`config.mk`:
```
export PLATFORM = sky130hd
export DESIGN_NAME = turkey_gate_counter
export DESIGN_NICKNAME = d
export VERILOG_FILES = /design/src/rtl/turkey_pkg.sv /design/src/rtl/sensor_debounce.sv /design/src/rtl/turkey_gate_counter.sv
export SDC_FILE = /design/constraint.sdc
export NUM_CORES = 1
export LEC_CHECK = 0
export BUFFER_PORTS_ARGS = -buffer_cell sky130_fd_sc_hd__buf_2
export CORE_ASPECT_RATIO = 0.8
export CORE_MARGIN = 3
export CORE_UTILIZATION = 55
export CTS_BUF_LIST = sky130_fd_sc_hd__clkbuf_16
export CTS_CLUSTER_SIZE = 20
export DETAILED_ROUTE_END_ITERATION = 8
export PLACE_DENSITY = 0.76
export SETUP_SLACK_MARGIN = 0.5
export SLEW_MARGIN = 20
export SYNTH_ARGS = -nofsm -noshare
export SYNTH_HDL_FRONTEND = slang
export SYNTH_SLANG_ARGS = --single-unit
```
`constraint.sdc`:
```
create_clock -name clk -period 6.05 [get_ports clk]
set_input_delay 0.9075 -clock clk [delete_from_list [all_inputs] [get_ports clk]]
set_output_delay 0.9075 -clock clk [all_outputs]
set_load 0.005 [all_outputs]
```
`src/rtl/turkey_pkg.sv`:
```
// Shared types and constants for the two-beam turkey gate counter.
// The optional debounce filter is enabled with the TURKEY_DEBOUNCE_EN macro.
package turkey_pkg;

  localparam int CNT_W       = 8;
  localparam int CNT_MAX_DEF = 99;

  typedef enum logic [2:0] {
    IDLE,
    E1,
    E2,
    E3,
    X1,
    X2,
    X3,
    WAIT_CLR
  } gate_state_t;

endpackage

```
`src/rtl/sensor_debounce.sv`:
```
// Per-beam input conditioning: synchroniser chain, plus a stability filter when
// TURKEY_DEBOUNCE_EN is defined.
module sensor_debounce #(
  parameter int SYNC_STAGES  = 2,
  parameter int DEBOUNCE_CYC = 1000
) (
  input  logic clk,
  input  logic rst_n,
  input  logic beam_i,
  output logic level_o
);

  if (SYNC_STAGES < 2 || DEBOUNCE_CYC < 1) begin : g_bad_cfg
    $error("sensor_debounce: SYNC_STAGES must be >= 2 and DEBOUNCE_CYC >= 1");
  end

  logic [SYNC_STAGES-1:0] sync_q;

  always_ff @(posedge clk or negedge rst_n) begin
    if (!rst_n) begin
      sync_q <= '0;
    end else begin
      sync_q <= {sync_q[SYNC_STAGES-2:0], beam_i};
    end
  end

`ifdef TURKEY_DEBOUNCE_EN
  localparam int DB_W = $clog2(DEBOUNCE_CYC + 1);

  logic            raw;
  logic            filt_q;
  logic [DB_W-1:0] db_cnt_q;

  assign raw = sync_q[SYNC_STAGES-1];

  // Filtered level follows the raw level only after it differs for DEBOUNCE_CYC cycles.
  always_ff @(posedge clk or negedge rst_n) begin
    if (!rst_n) begin
      filt_q   <= 1'b0;
      db_cnt_q <= '0;
    end else if (raw == filt_q) begin
      db_cnt_q <= '0;
    end else if (db_cnt_q == DB_W'(DEBOUNCE_CYC - 1)) begin
      filt_q   <= raw;
      db_cnt_q <= '0;
    end else begin
      db_cnt_q <= db_cnt_q + 1'b1;
    end
  end

  assign level_o = filt_q;
`else
  assign level_o = sync_q[SYNC_STAGES-1];
`endif

endmodule

```
`src/rtl/turkey_gate_counter.sv`:
```
// Direction-decoding gate monitor with saturating head count and peak tracking.
// Optional per-beam debounce filtering is enabled by defining TURKEY_DEBOUNCE_EN.
module turkey_gate_counter
  import turkey_pkg::*;
#(
  parameter int CNT_MAX      = CNT_MAX_DEF,
  parameter int SYNC_STAGES  = 2,
  parameter int DEBOUNCE_CYC = 1000
) (
  input  logic             clk,
  input  logic             rst_n,
  input  logic             beam_l,
  input  logic             beam_r,
  input  logic             clr,
  output logic [CNT_W-1:0] count,
  output logic [CNT_W-1:0] peak,
  output logic             inc_pulse,
  output logic             dec_pulse,
  output logic             sat_flag
);

  localparam logic [CNT_W-1:0] CntMaxC = CNT_W'(CNT_MAX);

  logic        level_l;
  logic        level_r;
  logic [1:0]  lr;
  gate_state_t state_q;
  logic        commit_in_q;
  logic        commit_out_q;
  logic [CNT_W-1:0] count_q, count_d;
  logic [CNT_W-1:0] peak_q, peak_d;
  logic             sat_q, sat_d;
  logic             inc_q, dec_q;

  sensor_debounce #(.SYNC_STAGES(SYNC_STAGES), .DEBOUNCE_CYC(DEBOUNCE_CYC)) u_deb_l (
    .clk(clk), .rst_n(rst_n), .beam_i(beam_l), .level_o(level_l)
  );

  sensor_debounce #(.SYNC_STAGES(SYNC_STAGES), .DEBOUNCE_CYC(DEBOUNCE_CYC)) u_deb_r (
    .clk(clk), .rst_n(rst_n), .beam_i(beam_r), .level_o(level_r)
  );

  assign lr = {level_l, level_r};

  // Commit flags are raised on the transition into IDLE and consumed by the count next cycle.
  always_ff @(posedge clk or negedge rst_n) begin
    if (!rst_n) begin
      state_q      <= IDLE;
      commit_in_q  <= 1'b0;
      commit_out_q <= 1'b0;
    end else begin
      commit_in_q  <= 1'b0;
      commit_out_q <= 1'b0;
      case (state_q)
        IDLE: case (lr)
          2'b10:   state_q <= E1;
          2'b01:   state_q <= X1;
          2'b11:   state_q <= WAIT_CLR;
          default: state_q <= IDLE;
        endcase
        E1: case (lr)
          2'b11:   state_q <= E2;
          2'b00:   state_q <= IDLE;
          2'b01:   state_q <= WAIT_CLR;
          default: state_q <= E1;
        endcase
        E2: case (lr)
          2'b01:   state_q <= E3;
          2'b10:   state_q <= E1;
          2'b00:   state_q <= IDLE;
          default: state_q <= E2;
        endcase
        E3: case (lr)
          2'b00: begin
            state_q     <= IDLE;
            commit_in_q <= 1'b1;
          end
          2'b11:   state_q <= E2;
          2'b10:   state_q <= WAIT_CLR;
          default: state_q <= E3;
        endcase
        X1: case (lr)
          2'b11:   state_q <= X2;
          2'b00:   state_q <= IDLE;
          2'b10:   state_q <= WAIT_CLR;
          default: state_q <= X1;
        endcase
        X2: case (lr)
          2'b10:   state_q <= X3;
          2'b01:   state_q <= X1;
          2'b00:   state_q <= IDLE;
          default: state_q <= X2;
        endcase
        X3: case (lr)
          2'b00: begin
            state_q      <= IDLE;
            commit_out_q <= 1'b1;
          end
          2'b11:   state_q <= X2;
          2'b01:   state_q <= WAIT_CLR;
          default: state_q <= X3;
        endcase
        default: state_q <= (lr == 2'b00) ? IDLE : WAIT_CLR;
      endcase
    end
  end

  // Bounds are checked before the add/sub so the count never wraps; clr wins over a commit.
  always_comb begin
    count_d = count_q;
    peak_d  = peak_q;
    sat_d   = sat_q;
    if (commit_in_q) begin
      if (count_q < CntMaxC) count_d = count_q + 1'b1;
      else                   sat_d   = 1'b1;
    end
    if (commit_out_q) begin
      if (count_q != '0) count_d = count_q - 1'b1;
      else               sat_d   = 1'b1;
    end
    if (count_d > peak_q) peak_d = count_d;
    if (clr) begin
      count_d = '0;
      peak_d  = '0;
      sat_d   = 1'b0;
    end
  end

  always_ff @(posedge clk or negedge rst_n) begin
    if (!rst_n) begin
      count_q <= '0;
      peak_q  <= '0;
      sat_q   <= 1'b0;
      inc_q   <= 1'b0;
      dec_q   <= 1'b0;
    end else begin
      count_q <= count_d;
      peak_q  <= peak_d;
      sat_q   <= sat_d;
      inc_q   <= commit_in_q;
      dec_q   <= commit_out_q;
    end
  end

  assign count     = count_q;
  assign peak      = peak_q;
  assign sat_flag  = sat_q;
  assign inc_pulse = inc_q;
  assign dec_pulse = dec_q;

endmodule

```
==> impl_metrics.env, run 1 <==
export IMPL_status="completed"
export IMPL_synth_ff_type="dfrtp_1"
export IMPL_leakagePower_nw=0.989
export IMPL_final_common_cell="dfrtp_1"
export IMPL_gr_usage_met2_pct=32.0
export IMPL_clockBufferDepth=2
export IMPL_busiest_layer="met2"
export IMPL_ctsHoldBuffers=0
export IMPL_wirelength_um=4030
export IMPL_hold_viol=0
export IMPL_fin_worst_skew_ps=6.27
export IMPL_grt_pass1_vias=1454
export IMPL_slew_headroom_pct=59.5
export IMPL_place_hpwl_um=3020
export IMPL_critPathArrivalTime_ps=3620
export IMPL_crit_slowest_cell="dfrtp_1"
export IMPL_clk_latency_ps=260
export IMPL_rows=18
export IMPL_reg2reg_slack_ps=2600
export IMPL_synth_async_sr_flop_share_pct=100
export IMPL_syn_area_per_cell_um2=9.58
export IMPL_worst_slack_ps=2600
export IMPL_synth_seq_area_share_pct=37.9
export IMPL_required_ps=6220
export IMPL_r2r_end="peak[5]"
export IMPL_grtUsageMet3_pct=4.68
export IMPL_grt_pass1_wl_um=6840
export IMPL_cts_sinks=28
export IMPL_yosys_warnings=0
export IMPL_cts_buffers=3
export IMPL_cp_end_kind="register"
export IMPL_min_from="u_deb_r.sync_q[0]"
export IMPL_yosysTopAreaCellShare_pct=37.9
export IMPL_clockRootBuffer="clkbuf_16"
export IMPL_grt_max_degree=29
export IMPL_timing_rr_start="count[1]"
export IMPL_gr_total_overflow=0
export IMPL_synth_top_area_cell="dfrtp_1"
export IMPL_cts_htree_levels=1
export IMPL_syn_cell_area_mm2=0.00185
export IMPL_first_pass_iters=4
export IMPL_viasPerCell=6.05
export IMPL_synth_seq_cells=28
export IMPL_setup_viol=0
export IMPL_drive_gt1_share_pct=20.3
export IMPL_fin_crit_sh_pct=57.0
export IMPL_worstMarginPinSlew_ps=608
export IMPL_die_width_um=70.8
export IMPL_reg2reg_depth=13
export IMPL_synth_cell_type_count=56
export IMPL_tns_ps=0
export IMPL_fin_nets=237
export IMPL_rsz0062_at_grt="no"
export IMPL_cts_resized=0
export IMPL_antenna_found_initial=0
export IMPL_start_util_pct=58.6
export IMPL_wl_per_cell_um=16.0
export IMPL_area_delta_synth_final_pct=11.0
export IMPL_vdd_ir_drop_max_mv=0.359
export IMPL_via_count=1525
export IMPL_hold_depth=0
export IMPL_hold_end="u_deb_r.sync_q[1]"
export IMPL_syn_num_nets=216
export IMPL_critPathMaxStageDelay_ps=470
export IMPL_grtUsageTotal_pct=21.1
export IMPL_path_clk_slew_ps=70
export IMPL_crit_fanout=8
export IMPL_critPathKind="reg -> reg"
export IMPL_die_y_um=57.8
export IMPL_gp_congestion=0.928
export IMPL_diodes=0
export IMPL_dp_slack_ps=2680
export IMPL_drc=0
export IMPL_cts_tree="done"
export IMPL_io_pins=24
export IMPL_final_cell_mix="dfrtp_1 (28), buf_2 (23), inv_1 (18), ha_1 (18), nor2_1 (13)"
export IMPL_hold_class="reg -> reg"
export IMPL_ant_nets=0
export IMPL_port_buffer_count=23
export IMPL_synthCells=193
export IMPL_p_per_area_mw_per_mm2=379
export IMPL_postCtsSetupBuffers=0
export IMPL_worst_setup_path_start_kind="register"
export IMPL_dieArea_mm2=0.00410
export IMPL_fmax_mhz=290
export IMPL_worstPathCellList="inv_1 -> ha_1 -> nor3b_1 -> nor3_2 -> a31oi_1 -> xor2_1 -> inv_1 -> ha_1 -> o21ai_0 -> nor2_1 -> o31ai_1 -> nor2_1 -> a211oi_1"
export IMPL_final_min_clock_period_ps=3450
export IMPL_drtIter0Drc=199
export IMPL_cap_violations=0
export IMPL_synth_edff_count=0
export IMPL_power_total_uw=778
export IMPL_use_met1_pct=31.0
export IMPL_drv_slew=0
export IMPL_core_mm2=0.00315
export IMPL_synth_area_leaders="dfrtp_1 (38%), ha_1 (12%), inv_1 (3.7%), a21oi_1 (3.2%), nor3_1 (3.0%)"
## where the power goes
part / total [mW] / switching [mW] / leakage, nW / internal (mW)
Clock: 0.147 / 0.0595 / 0.0370 / 0.0877
Combinational: 0.367 / 0.212 / 0.580 / 0.154
Sequential: 0.264 / 0.0472 / 0.372 / 0.217
## kinds of logic after synthesis
family	after synthesis	synth area share, %
and+or+nand+nor	70	23.6
muxes	4	2.30
xor gates and xnor gates	2	1.35
DFF	28	37.9
buffers and inverters	25	5.62
AOI/OAI and AO/OA	46	17.0
adders and majority gates	18	12.2
## flip-flops by register name (all words and copies together), names as in the netlist
signal,cells
inc_pulse,1
dec_pulse,1
count,8
u_deb_r.sync_q,2
u_deb_l.sync_q,2
commit_out_q,1
sat_flag,1
peak,8
commit_in_q,1
state_q,3
## routing by layer
layer  share of wire, %  wire [um]
met5                  0          0
met4               0.69         28
met3                6.6        266
met2                 44       1760
met1                 49       1980
## per-stage QoR
step                util [%]  hold slack, ps  cell area (um^2)  std cells
finish                  65.1             347              2050        252
global route            65.1             367              2050        252
CTS                     65.1             349              2050        252
detailed placement      62.7             335              1980        249
global placement        62.7             338              1980        249
floorplan                  -             331              1850        193
## Yosys cell counts (all sizes together), types with 4 or more instances
| cell type | count |
|---|---|
| and2 | 6 |
| nand3 | 4 |
| a21oi | 12 |
| dfrtp | 28 |
| nor3 | 13 |
| inv | 18 |
| ha | 18 |
| nor2 | 15 |
| o21ai | 10 |
| a31oi | 4 |
| nand2 | 6 |
| clkbuf | 5 |
## critical path: cells and delay by family (launching register included)
| family | cells | cell delay (ps) |
|---|---|---|
| fa+ha+maj | 2 | 510 |
| compound gates | 4 | 1060 |
| buf+inv | 2 | 240 |
| simple gates | 4 | 760 |
| flops | 1 | 470 |
| xor+xnor | 1 | 320 |
## worst max-delay path by stage
| stage | from | endpoint | depth (start not counted) |
|---|---|---|---|
| 3_3_place_gp | count[0] | peak[5] | 13 |
| 4_1_cts | count[0] | peak[5] | 13 |
| 6_report | count[1] | peak[5] | 13 |
| 2_1_floorplan | count[0] | peak[2] | 13 |
| 5_1_grt | count[1] | peak[2] | 13 |
| 3_5_place_dp | count[0] | peak[2] | 13 |
## area by class of cell
type | count | area [um^2]
multi-input cells | 140 | 1040
inverters | 18 | 67.6
repair buffers | 23 | 115
flip-flops and latches | 28 | 701
clock buffers | 3 | 75.1
well taps | 40 | 50.0
fillers | 263 | 1100
No activity file was read; power rests on OpenSTA's default activity.
==> run 2: changes to the inputs <==
==> constraint.sdc (replaced) <==
create_clock -name clk -period 3.24 [get_ports clk]
set_input_delay 0.486 -clock clk [delete_from_list [all_inputs] [get_ports clk]]
set_output_delay 0.486 -clock clk [all_outputs]
set_load 0.005 [all_outputs]
==> run 2 against run 1 <==
- sequential cell count unchanged
- worst hold slack worse by 120 ps
- die area unchanged
- routed wire length up 45%
- clock skew down 2.0 ps
- global-route usage up 3.9 points
- utilization up 16 points
- clock power up 88%
- sequential power up 88%
- fmax up 14%
- first-iteration DRC count down 29%
- combinational power rose to 3.2 times the previous value
- critical path type unchanged
- highest routed layer unchanged
==> impl_metrics.env, run 2 (same netlist as run 1, synthesis figures left out) <==
export IMPL_worst_slack_ps=218
export IMPL_crit_fanout=6
export IMPL_dr_max_layer_used="met4"
export IMPL_grtUsageTotal_pct=25.0
export IMPL_diodes=0
export IMPL_ant_nets=0
export IMPL_wl_met3_um=315
export IMPL_cts_tree="done"
export IMPL_hold_viol=0
export IMPL_slew_headroom_pct=59.6
export IMPL_ctsHoldBuffers=0
export IMPL_p_sw_uw=840
export IMPL_status="completed"
export IMPL_area_delta_synth_final_pct=38.9
export IMPL_final_cells=284
export IMPL_antenna_found_initial=0
export IMPL_cts_buffers=3
export IMPL_fmax_mhz=331
export IMPL_clk_latency_ps=260
export IMPL_viasPerCell=6.25
export IMPL_gr_total_overflow=0
export IMPL_clockPowerShare_pct=14.1
export IMPL_gp_congestion=0.904
export IMPL_p_seq_share_pct=25.2
export IMPL_worstPathCellList="inv_2 -> ha_4 -> or3b_4 -> buf_4 -> o21ai_2 -> a22oi_2 -> ha_1 -> and2_4 -> nand4_1 -> o31a_1 -> nand3_2 -> o22ai_2"
export IMPL_dp_cells=253
export IMPL_final_cell_mix="buf_4 (31), buf_2 (23), dfrtp_1 (21), inv_1 (16), ha_1 (14)"
export IMPL_p_per_area_mw_per_mm2=765
export IMPL_place_hpwl_um=3300
export IMPL_wl_per_cell_um=20.5
export IMPL_rows=18
export IMPL_swShare_pct=42.7
export IMPL_die_y_um=57.8
export IMPL_via_count=1774
export IMPL_leakagePower_nw=1.19
export IMPL_rsz0062_at_grt="yes"
export IMPL_met1Wirelength_um=2420
export IMPL_fin_worst_skew_ps=4.30
export IMPL_io_pins=24
export IMPL_worstMarginPinSlew_ps=601
export IMPL_drive_gt1_share_pct=48.4
export IMPL_worst_setup_path_start_kind="register"
export IMPL_cts_sinks=28
export IMPL_combPwrFrac_pct=60.7
export IMPL_core_mm2=0.00315
export IMPL_start_util_pct=58.6
export IMPL_grt_pass1_vias=1699
export IMPL_dieArea_mm2=0.00410
export IMPL_cts_htree_levels=1
export IMPL_p_int_mw=1.13
export IMPL_port_buffer_count=23
export IMPL_hold_class="in -> async"
export IMPL_crit_slowest_cell="dfrtp_2"
export IMPL_drc=0
export IMPL_final_common_cell="buf_4"
export IMPL_cap_violations=0
export IMPL_grt_pass1_wl_um=8020
export IMPL_n_fill_cell=199
export IMPL_critPathKind="reg -> reg"
export IMPL_wl_met2_um=2990
export IMPL_clockRootBuffer="clkbuf_16"
export IMPL_fin_crit_sh_pct=93.3
export IMPL_clockBufferDepth=2
export IMPL_wirelength_um=5830
export IMPL_setup_viol=0
export IMPL_critPathMaxStageDelay_ps=440
export IMPL_path_clk_slew_ps=70
export IMPL_fin_nets=268
export IMPL_fin_util_pct=81.4
export IMPL_die_width_um=70.8
export IMPL_cp_end_kind="register"
export IMPL_drv_slew=0
export IMPL_required_ps=3420
export IMPL_final_min_clock_period_ps=3020
export IMPL_dp_slack_ps=253
export IMPL_vdd_ir_drop_max_mv=0.662
export IMPL_tns_ps=0
export IMPL_drtIter0Drc=142
export IMPL_critPathArrivalTime_ps=3200
export IMPL_first_pass_iters=4
export IMPL_grt_max_degree=29
## run 2: changes by cell type in the layout (fill, tap and decap cells not counted), sizes merged
cell	previous run	this run
buf	23	54
clkinv	0	1
## run 2: stage by stage
stage                     cell area [um^2]  total power [mW]  hold WS [ps]
after detailed placement              2120              1.38           342
after global routing                  2570              2.08           271
after CTS                             2360              1.76           250
final                                 2570              1.97           230
after global placement                2120              1.35           336
after floorplan                       1970              1.20           190
## run 2: final timing paths
path	from	end	slack, ps	cells after the start
min in group clk	beam_r	u_deb_r.sync_q[0]	330	1
max in group asynchronous	rst_n	count[2]	2570	1
max	count[1]	peak[0]	220	12
min	rst_n	inc_pulse	230	1
min reg2reg	u_deb_r.sync_q[0]	u_deb_r.sync_q[1]	350	0
max reg2reg	count[1]	peak[0]	220	12
## run 2: power groups by stage
stage          sequential, mW  clock [mW]  combinational [mW]
3_5_place_dp            0.501           0               0.883
4_1_cts                 0.487       0.281               0.993
5_1_grt                 0.507       0.294                1.28
3_3_place_gp            0.492           0               0.854
2_1_floorplan           0.453           0               0.743
6_report                0.496       0.276                1.19
## run 2: critical path: cells and delay by family (launching register included)
kind	cells	cell delay [ps]
buf+inv	2	260
compound gates	4	810
fa+ha+maj	2	490
flops	1	440
simple gates	4	940
## run 2: routing by layer
| metal | up-vias | track usage (%) |
|---|---|---|
| li1 | 807 | - |
| met1 | 881 | 32.4 |
| met2 | 76 | 42.0 |
| met3 | 10 | 5.72 |
| met4 | 0 | 8.04 |
| met5 | - | 0 |
## run 2: repair_timing
| item | in CTS | in global routing |
|---|---|---|
| pin swaps | 10 | 16 |
| gates resized for setup | 12 | 22 |
| endpoints found under the setup margin | 8 | 8 |
| buffers inserted | 16 | 11 |
| cloned | 0 | 0 |
## run 2: area by class of cell
cell class              instances  area, um^2  share of cell area, %
clock buffers                   3        75.1                   2.92
clock inverters                 1        3.75                  0.146
inverters                      18        67.6                   2.63
multi-input cells             140        1310                   51.2
flip-flops and latches         28         709                   27.6
well taps                      40        50.0                   1.95
repair buffers                 54         348                   13.5
